File: src/rtl/div_pkg.sv
// Shared types and constants for the restoring divider.
package div_pkg;
  localparam int DATA_W = 16;
  localparam int DIV_CNT_W = $clog2(DATA_W + 1);
  localparam logic [DATA_W-1:0] DIV_ZERO_Q = '1;

  typedef enum logic [1:0] {
    IDLE,
    LOADM,
    CALC,
    DONE
  } div_state_e;
endpackage

File: src/rtl/div_datapath.sv
// A/Q/M registers, shift/subtract step and iteration counter.
module div_datapath
  import div_pkg::*;
#(
  parameter int W  = DATA_W,
  parameter int CW = DIV_CNT_W
) (
  input  logic         clk,
  input  logic         rst,
  input  logic         ld_q_i,
  input  logic         ld_m_i,
  input  logic         calc_i,
  input  logic [W-1:0] data_i,
  output logic [W-1:0] q_o,
  output logic [W-1:0] a_d_o,
  output logic [W-1:0] q_d_o,
  output logic         eqz_o,
  output logic         m_is_zero_o
);
  logic [W-1:0]  a_q, a_d;
  logic [W-1:0]  q_q, q_d;
  logic [W-1:0]  m_q, m_d;
  logic [CW-1:0] cnt_q, cnt_d;
  logic [W-1:0]  a_sh, q_sh;
  logic [W:0]    trial;

  always_comb begin
    a_sh  = {a_q[W-2:0], q_q[W-1]};
    q_sh  = {q_q[W-2:0], 1'b0};
    trial = {1'b0, a_sh} - {1'b0, m_q};
    a_d   = a_q;
    q_d   = q_q;
    m_d   = m_q;
    cnt_d = cnt_q;
    unique case (1'b1)
      ld_q_i: begin
        q_d   = data_i;
        a_d   = '0;
        cnt_d = CW'(W);
      end
      ld_m_i: m_d = data_i;
      calc_i: begin
        // A negative trial means M did not fit: restore A
        if (!trial[W]) begin
          a_d = trial[W-1:0];
          q_d = {q_sh[W-1:1], 1'b1};
        end else begin
          a_d = a_sh;
          q_d = q_sh;
        end
        cnt_d = cnt_q - 1'b1;
      end
      default: ;
    endcase
  end

  always_ff @(posedge clk or posedge rst) begin
    if (rst) begin
      a_q   <= '0;
      q_q   <= '0;
      m_q   <= '0;
      cnt_q <= '0;
    end else begin
      a_q   <= a_d;
      q_q   <= q_d;
      m_q   <= m_d;
      cnt_q <= cnt_d;
    end
  end

  assign q_o         = q_q;
  assign a_d_o       = a_d;
  assign q_d_o       = q_d;
  assign eqz_o       = (cnt_q == CW'(1));
  assign m_is_zero_o = (data_i == '0);
endmodule

File: src/rtl/top_restoring_divider.sv
// Sequential unsigned restoring divider: one quotient bit per clock,
// result {remainder, quotient} with a one-cycle done pulse.
module top_restoring_divider
  import div_pkg::*;
#(
  parameter int DATA_WIDTH   = DATA_W,
  parameter int OUTPUT_WIDTH = 2 * DATA_WIDTH
) (
  input  logic                    clk,
  input  logic                    clear,
  input  logic                    start,
  input  logic [DATA_WIDTH-1:0]   data_in,
  output logic [OUTPUT_WIDTH-1:0] data_out,
  output logic                    done,
  output logic                    busy,
  output logic                    div_by_zero
);
  div_state_e state_q, state_d;
  logic [OUTPUT_WIDTH-1:0] dout_q, dout_d;
  logic dbz_q, dbz_d;
  logic ld_q, ld_m, calc;
  logic [DATA_WIDTH-1:0] q, a_d, q_d;
  logic eqz, m_is_zero;

  div_datapath #(
    .W  (DATA_WIDTH),
    .CW ($clog2(DATA_WIDTH + 1))
  ) u_dp (
    .clk         (clk),
    .rst         (clear),
    .ld_q_i      (ld_q),
    .ld_m_i      (ld_m),
    .calc_i      (calc),
    .data_i      (data_in),
    .q_o         (q),
    .a_d_o       (a_d),
    .q_d_o       (q_d),
    .eqz_o       (eqz),
    .m_is_zero_o (m_is_zero)
  );

  always_ff @(posedge clk or posedge clear) begin
    if (clear) begin
      state_q <= IDLE;
      dout_q  <= '0;
      dbz_q   <= 1'b0;
    end else begin
      state_q <= state_d;
      dout_q  <= dout_d;
      dbz_q   <= dbz_d;
    end
  end

  always_comb begin
    state_d = state_q;
    unique case (state_q)
      IDLE:    if (start) state_d = LOADM;
      LOADM:   state_d = m_is_zero ? DONE : CALC;
      CALC:    if (eqz) state_d = DONE;
      DONE:    state_d = IDLE;
      default: state_d = IDLE;
    endcase
  end

  // Result is captured on DONE entry so it lines up with the done pulse
  always_comb begin
    ld_q   = (state_q == IDLE) && start;
    ld_m   = (state_q == LOADM);
    calc   = (state_q == CALC);
    busy   = (state_q != IDLE);
    done   = (state_q == DONE);
    dout_d = dout_q;
    dbz_d  = dbz_q;
    if (ld_m && m_is_zero) begin
      dout_d = {q, DIV_ZERO_Q};
      dbz_d  = 1'b1;
    end else if (calc && eqz) begin
      dout_d = {a_d, q_d};
      dbz_d  = 1'b0;
    end
  end

  assign data_out    = dout_q;
  assign div_by_zero = dbz_q;
endmodule

File: config.mk
export PLATFORM = sky130hd
export DESIGN_NAME = top_restoring_divider
export DESIGN_NICKNAME = d
export VERILOG_FILES = /design/src/rtl/div_pkg.sv /design/src/rtl/div_datapath.sv /design/src/rtl/top_restoring_divider.sv
export SDC_FILE = /design/constraint.sdc
export NUM_CORES = 1
export LEC_CHECK = 0
export BUFFER_PORTS_ARGS = -buffer_cell sky130_fd_sc_hd__buf_2
export CORE_MARGIN = 1.5
export CORE_UTILIZATION = 57
export DETAILED_ROUTE_END_ITERATION = 10
export PLACE_DENSITY = 0.78
export SLEW_MARGIN = 10
export SYNTH_ARGS = -nofsm -noshare
export SYNTH_HDL_FRONTEND = slang
export SYNTH_SLANG_ARGS = --single-unit
export TNS_END_PERCENT = 100
File: constraint.sdc
create_clock -name clk -period 2.85 [get_ports clk]
set_clock_uncertainty 0.05 [all_clocks]
set_input_delay 0.1425 -clock clk [delete_from_list [all_inputs] [get_ports clk]]
set_output_delay 0.1425 -clock clk [all_outputs]
set_load 0.02 [all_outputs]
; Word level (Yosys, flattened, before mapping)
; Cells that the tools add are included.
[classes]
add_sub_neg = 2
eq_ne = 6
mux = 13
reduce_logical = 9
[ops]
columns = cell, n
row1 = two-way mux 32 bit, 2
row2 = case mux 16 bit (2 select lines), 2
row3 = subtractor 16 x 16 -> 17 bit, 1
row4 = zero test 16 bit, 1
row5 = two-way mux 16 bit, 1
row6 = case mux 5 bit (2 select lines), 1
row7 = case mux 2 bit (4 select lines), 1
row8 = nonzero test 2 bit, 3
row9 = equality test 5 x 1 -> 1 bit (second input constant), 1
row10 = subtractor 5 x 1 -> 5 bit (second input constant), 1
row11 = equality test 2 bit (second input constant), 2
row12 = two-way mux 1 bit, 4
row13 = two-way mux 2 bit, 2
row14 = logical AND 1 bit, 3
row15 = equality test 2 x 1 -> 1 bit (second input constant), 1
row16 = zero test 2 bit, 1
row17 = inequality test 2 x 1 -> 1 bit (second input constant), 1
row18 = inequality test 2 bit (second input constant), 1
row19 = AND reduction 2 bit, 1
[totals]
register_bits = 88
inputBits = 19
output_inout_bits = 35
wordCells = 37

; Depth between registers and ports, before layout
; Gate-level depths: netlist of run 1.
[depth]
depth_word = 5
ltp_mapped = 11
depth_no_buf = 10

; Cells and area by module
; A second synthesis of run 1 with hierarchy kept.
[hier_totals]
cells_unflattened = 528
hier_area_um2 = 4842.1
[by_module_without_submodules]
columns = mod, instances, cells_each, area_each_um2, seq_area_each_um2
row1 = div_datapath, 1, 346, 3111.7, 1326.3
row2 = top_restoring_divider, 1, 182, 1730.4, 875.8

; Worst setup path after synthesis of run 1
; OpenSTA, ideal clock, no wires.
[synth_path]
kind = reg-to-reg
from = reg u_dp.q_q[15] (netlist: u_dp.q_o[15])
to = reg u_dp.a_q[0]
setup_ns = 0.083
t_arrival_ns = 2.478
required_time_ns = 2.717
path_slack_ns = 0.239
stages_incl_launch_ff = 12
path_buffers = 1
synth_period_minus_slack_ns = 2.611
path_cell_list = dfrtp_1 inv_1 ha_1 fa_1 nor2b_1 o31a_1 o21a_1 o21ai_1 a21oi_1 buf_6 mux2_1 o22ai_1
[synth_via]
elab_chain_cells = 3
[synth_rtl]
columns = element, line_no
row1 = "start, declared", div_datapath.sv:21  ; logic [W-1:0] q_q, q_d;
row2 = "start signal, assigned", div_datapath.sv:65  ; q_q <= q_d;
row3 = subtractor 16 x 16 -> 17 bit, div_datapath.sv:30  ; trial = {1'b0, a_sh} - {1'b0, m_q};
row4 = two-way mux 16 bit *, div_datapath.sv:44  ; if (!trial[W]) begin
row5 = case mux 16 bit (2 select lines) *, div_datapath.sv:35  ; unique case (1'b1)
row6 = via a_d[0], top_restoring_divider.sv:22  ; logic [DATA_WIDTH-1:0] q, a_d, q_d;
row7 = "end signal, assigned", div_datapath.sv:59  ; a_q <= '0;
row8 = "end signal, assigned", div_datapath.sv:64  ; a_q <= a_d;
row9 = "end, declared", div_datapath.sv:20  ; logic [W-1:0] a_q, a_d;
; Mark *: on every way through the listed nets, which the timed path passes. The rest lies on a longest branch.
; A chain may end at the register's enable or synchronous reset.

; Worst setup path in the final report of run 1
[layout_path]
from = reg u_dp.q_q[15] (netlist: u_dp.q_o[15])
to = reg dout_q[0] (netlist: data_out[0])
[layout_via]
elab_chain_cells = 5
[layout_rtl]
columns = element, line_no
row1 = subtractor 16 x 16 -> 17 bit, div_datapath.sv:30
row2 = two-way mux 1 bit, div_datapath.sv:44
row3 = case mux 16 bit (2 select lines), div_datapath.sv:35
row4 = two-way mux 32 bit, top_restoring_divider.sv:77  ; end else if (calc && eqz) begin
row5 = two-way mux 32 bit, top_restoring_divider.sv:74  ; if (ld_m && m_is_zero) begin
row6 = "end signal, assigned", top_restoring_divider.sv:49  ; dout_q <= dout_d;
row7 = "end, declared", top_restoring_divider.sv:19  ; logic [OUTPUT_WIDTH-1:0] dout_q, dout_d;
; No other way between the ends. The select of a mux whose other input is x is not followed.

==> results of run 1 <==
-- power by group --
part / internal [W] / switching [W] / total (W)
combinational: 0.00143 / 0.00219 / 0.00361
sequential: 0.00176 / 0.000351 / 0.00211
clock: 0.000434 / 0.000465 / 0.000899
-- per-stage QoR --
step	std cells	utilization (%)	instance area, um2	total power (W)	hold slack [ns]
after floorplan	521	-	4720	0.00460	0.209
after global placement	663	65.3	5120	0.00541	0.143
after detailed placement	663	65.3	5120	0.00556	0.158
after CTS	687	68.9	5410	0.00649	0.00262
after global routing	691	69.7	5470	0.00710	0.0155
final	692	69.7	5470	0.00663	0.0101
-- flip-flops by register name (all words and copies together) (netlist names) --
signal,flops
data_out,32
div_by_zero,1
state_q,2
u_dp.a_q,15
u_dp.cnt_q,5
u_dp.m_q,16
u_dp.q_o,16
-- synthesized netlist by cell type (all sizes together), types with 2 or more instances --
master  number
nor4b        3
o31a         2
mux2i       12
dfrtp       87
nor2        14
nor3        11
and2         4
nor4         2
a21o         3
or4          4
nand2b       3
a221o        2
o21a         6
o22ai       11
xor2        10
inv         28
or3          2
or2          2
a21oi       26
ha          23
o221ai       2
nand2       92
and3        14
o22a         2
buf          7
nand3       23
o21ai       64
mux2         3
clkbuf      21
a22oi       15
xnor2        4
a211oi       4
o31ai        2
nor2b        2
-- worst paths after layout --
| path | endpoint | slack, ns | depth (start not counted) |
|---|---|---|---|
| worst max-delay path | data_out[0] | 0.16 | 12 |
| worst min-delay path | u_dp.m_q[5] | 0.01 | 3 |
| worst max register to register | data_out[0] | 0.16 | 12 |
| worst min register to register | div_by_zero | 0.44 | 2 |
| max in group asynchronous | u_dp.a_q[7] | 1.65 | 4 |
| min in group asynchronous | data_out[2] | 0.30 | 3 |
-- final cells by class --
class | count | area (um2)
fillers | 637 | 2380
multi-input cells | 378 | 2330
flip-flops and latches | 87 | 2180
repair buffers | 80 | 518
clock buffers | 10 | 138
well taps | 102 | 128
inverters | 28 | 106
clock inverters | 6 | 67.6
diodes | 1 | 2.50
-- layer usage --
| layer | track usage (%) | share of wire, % | routed length (um) | up-vias |
|---|---|---|---|---|
| met5 | 0 | 0 | 0 | - |
| met4 | 9.95 | 2.8 | 353 | 0 |
| met3 | 5.83 | 6.3 | 803 | 39 |
| met2 | 49.7 | 49 | 6220 | 181 |
| met1 | 38.8 | 42 | 5280 | 2096 |
| li1 | - | - | - | 1971 |
-- worst reg2reg max path, cell delays in order, from the launching register on --
cell	delay, ns
dfrtp_1	0.36
inv_1	0.08
ha_2	0.22
fa_2	0.24
nor2b_2	0.06
o31a_1	0.32
o21a_1	0.23
o21ai_1	0.20
a21oi_2	0.10
buf_4	0.17
clkbuf_16	0.16
a211oi_1	0.27
o21ai_1	0.10
-- kinds of logic after synthesis --
kind of cell    share of synthesized area [%]
compound gates                           19.0
xor+xnor                                 2.60
fa+ha+maj                                6.53
buf+inv                                  4.72
flops                                    46.2
mux                                      3.26
simple gates                             17.7
-- timing repair --
item	in CTS	in global routing
endpoints found under the hold margin	38	0
endpoints found under the setup margin	1	23
pin swaps	0	2
gates cloned	0	1
hold buffers	8	0
resized for setup	1	3
setup buffers	0	3
==> impl_metrics.yaml, run 1 <==
outcome:
  status: "completed"
route:
  drt_iter0_drc: 348
  vias: 4287
  avgViaCountPerCell: 6.20
  detail_route.wirelength_um: 12700
  wl_per_cell_um: 18.3
  dr.pass1.iters: 6
  ant_nets: 0
  drc: 0
logic_synthesis:
  syn_area_um2: 4720
  yosys_warnings: 0
  synth.ff_latch_count: 87
  syn_nets: 564
  synthDistinctLibCells: 52
  synth_top_area_share_pct: 46.2
  netlist_instances: 521
  yosys.area.top_type: "dfrtp_1"
  synth_area_per_cell_um2: 9.05
  synth-edff-count: 0
  synthArstFlopShare_pct: 100
  ys_top_cells_by_area: "dfrtp_1, nand2_1, ha_1, o21ai_0, o21ai_1"
  seq_area_frac_synth_pct: 46.2
  ys.flop_type: "dfrtp_1"
clock_tree:
  cts_sinks: 87
  cts_tree: "built"
  root_buffer: "clkbuf_8"
  clkLatencyLatePin_ns: 0.37
  clk_pin_slew_ns: 0.09
  clk_path_buf_depth: 2
  cts_buffers: 9
  cts-htree-levels: 3
critical_path:
  cp_cell_sequence: "inv_1, ha_2, fa_2, nor2b_2, o31a_1, o21a_1, o21ai_1, a21oi_2, buf_4, clkbuf_16, a211oi_1, o21ai_1"
  critPathMaxFanout: 10
  crit_type: "reg2reg"
  cp-end-kind: "register"
  crit_start: "u_dp.q_o[15]"
  cp_slowest_cell: "dfrtp_1"
  cp.required_ns: 3.03
  start_kind: "register"
  cp_common_cell: "o21ai_1"
  crit_path_max_incr_delay_ns: 0.36
  cp_num_buf_inv: 3
  rr_startpoint: "u_dp.q_o[15]"
  critPathArrivalTime_ns: 2.87
  cpLargestDelayFamily: "compound AO/OA/AOI/OAI gates"
power_and_ir_drop:
  vdd_drop_max_uv: 605
  p_leak_nw: 2.73
  cellPowerDensity_nw_per_um2: 1210
timing:
  setup_viol: 0
  maxSlewViolCount: 0
  worst_pin_slew_ns: 1.19
  maxSlewHeadroom_pct: 20.1
  finalHoldViolCount: 0
  period_share_pct: 94.4
  setup-tns-final_ns: 0
  setup_ws_ns: 0.160
  rsz0062_at_grt: "no"
  finalCriticalPeriod_ns: 2.69
  max_freq_mhz: 372
die:
  io-pin-count: 54
  die_w_um: 94.0
  core_area_um2: 7850
  dieArea_um2: 8830
  start_util_pct: 60.1
  rows: 32
  die_y_um: 94.0
worst_hold_path:
  hp-start: "data_in[5]"
  hp-class: "in2reg"
layout:
  final_common_cell: "nand2_1"
  final_net_count: 627
  mostFrequentLayoutCells: "nand2_1, dfrtp_1, buf_2"
  layout-drive-gt1-share_pct: 16.8
  syn_to_final_growth_pct: 16.0
place:
  hpwl_um: 8950
  port_buffers: 53
  place_ws_ns: 0.0147
  routabilityCongestion: 0.866
global_route:
  grt_pass1_vias: 4094
  grt_pass1_wl_um: 20100
  grt_max_degree: 33
  antenna_found_initial: 1
  grt.overflow.total: 0
  track_usage_pct: 29.8
flow_run:
  cap_violations: 0
Note: power is estimated with default switching activity, not from simulation.
==> run 2, diff against run 1 <==
Settings changed: MAX_ROUTING_LAYER set to met4.
==> run 2 against run 1 <==
Wire length is 0.51% lower. Worst setup slack worse by 0.0098 ns. Flip-flop and latch count stayed put. Critical path depth stayed put. Final cell count is 0.14% lower. Critical path type unchanged. Largest power group unchanged.
==> impl_metrics.yaml, run 2 (synthesized netlist as in run 1, its figures left out) <==
global_route:
  antenna_found_initial: 0
  track_usage_pct: 30.6
  grt.overflow.total: 0
  grt_pass1_vias: 4095
  grt_max_degree: 33
  grt_pass1_wl_um: 20100
die:
  die_y_um: 94.0
  rows: 32
  io-pin-count: 54
  dieArea_um2: 8830
  core_area_um2: 7850
  die_w_um: 94.0
  start_util_pct: 60.1
clock_tree:
  cts_buffers: 9
  clk_pin_slew_ns: 0.09
  clkLatencyLatePin_ns: 0.36
  cts_tree: "built"
  cts_sinks: 87
  root_buffer: "clkbuf_8"
  clk_path_buf_depth: 2
  cts-htree-levels: 3
timing:
  finalHoldViolCount: 0
  finalCriticalPeriod_ns: 2.70
  setup_viol: 0
  rsz0062_at_grt: "no"
  worst_pin_slew_ns: 1.13
  maxSlewViolCount: 0
  maxSlewHeadroom_pct: 24.3
  setup-tns-final_ns: 0
  max_freq_mhz: 370
  period_share_pct: 94.7
route:
  detail_route.wirelength_um: 12600
  vias: 4229
  dr.pass1.iters: 5
  wl_per_cell_um: 18.2
  avgViaCountPerCell: 6.12
  drc: 0
  drt_iter0_drc: 444
  ant_nets: 0
critical_path:
  critPathMaxFanout: 10
  start_kind: "register"
  cp_slowest_cell: "dfrtp_1"
  cp.required_ns: 3.03
  crit_path_max_incr_delay_ns: 0.36
  cp_cell_sequence: "inv_1, ha_2, fa_2, nor2b_2, o31a_1, o21a_1, o21ai_1, a21oi_2, buf_4, clkbuf_16, a211oi_1, o21ai_1"
  cp_common_cell: "o21ai_1"
  critPathArrivalTime_ns: 2.88
  cp-end-kind: "register"
  reg2reg_depth: 12
  cp_num_buf_inv: 3
  critical_path_depth: 12
  crit_type: "reg2reg"
  cpLargestDelayFamily: "compound AO/OA/AOI/OAI gates"
layout:
  final_common_cell: "nand2_1"
  antennaDiodeCount: 0
  fin_cells: 691
  nFillCells: 637
  final_net_count: 627
  syn_to_final_growth_pct: 15.9
  mostFrequentLayoutCells: "nand2_1, dfrtp_1, buf_2"
  largest_reg_flops: 32
  layout-drive-gt1-share_pct: 16.8
flow_run:
  cap_violations: 0
place:
  placedCellCount: 663
  port_buffers: 53
  hpwl_um: 8950
  routabilityCongestion: 0.880
power_and_ir_drop:
  p_leak_nw: 2.73
  p_total_w: 0.00661
  vdd_drop_max_uv: 605
  cellPowerDensity_nw_per_um2: 1210
worst_hold_path:
  hp-class: "in2reg"
  whs_path_depth: 3
outcome:
  status: "completed"
## run 2: cell type report
class                           count  area [um2]  area share [%]
Multi-Input combinational cell    378        2330            42.7
Sequential cell                    87        2180            39.8
Timing Repair Buffer               80         518            9.48
Clock buffer                       10         138            2.52
Tap cell                          102         128            2.33
Inverter                           28         106            1.95
Clock inverter                      6        67.6            1.24
## run 2: layer usage
metal	up-vias	part of all wire [%]	GRT usage, %
met5	-	0	-
met4	0	2.5	10.2
met3	30	7.2	5.50
met2	179	49	49.5
met1	2053	41	39.3
li1	1967	-	-
## run 2: repair_timing
action                                  CTS  global route
gates cloned                              0             1
endpoints found under the hold margin    38             0
hold buffers                              8             0
endpoints found under the setup margin    1            22
resized for setup                         1             3
buffers inserted                          0             3
pin swaps                                 0             2
## run 2: power breakdown
group	internal, W	switching, W	total, W
Sequential	0.00176	0.000352	0.00212
Combinational	0.00143	0.00218	0.00360
Clock	0.000434	0.000460	0.000894
## run 2: final timing paths
path | startpoint | end | slack, ns
worst max-delay path | u_dp.q_o[15] | data_out[0] | 0.15
worst min-delay path | data_in[5] | u_dp.m_q[5] | 0.02
worst max register to register | u_dp.q_o[15] | data_out[0] | 0.15
worst min register to register | div_by_zero | div_by_zero | 0.44
max in group asynchronous | clear | u_dp.q_o[7] | 1.64
min in group asynchronous | clear | data_out[2] | 0.31
## run 2: metrics by stage
step	worst slack (ns)	utilization [%]	cell area (um2)	hold slack [ns]
finish	0.150	69.7	5470	0.0156
floorplan	0.239	-	4720	0.209
global route	0.0152	69.7	5470	0.0204
global placement	0.163	65.3	5120	0.143
CTS	0.0472	68.9	5410	0.00262
detailed placement	0.0147	65.3	5120	0.158
## run 2: tightest hold or removal path: stages
cell and delay (ns):
buf_2 0.11, nand2_1 0.08, o21ai_0 0.07
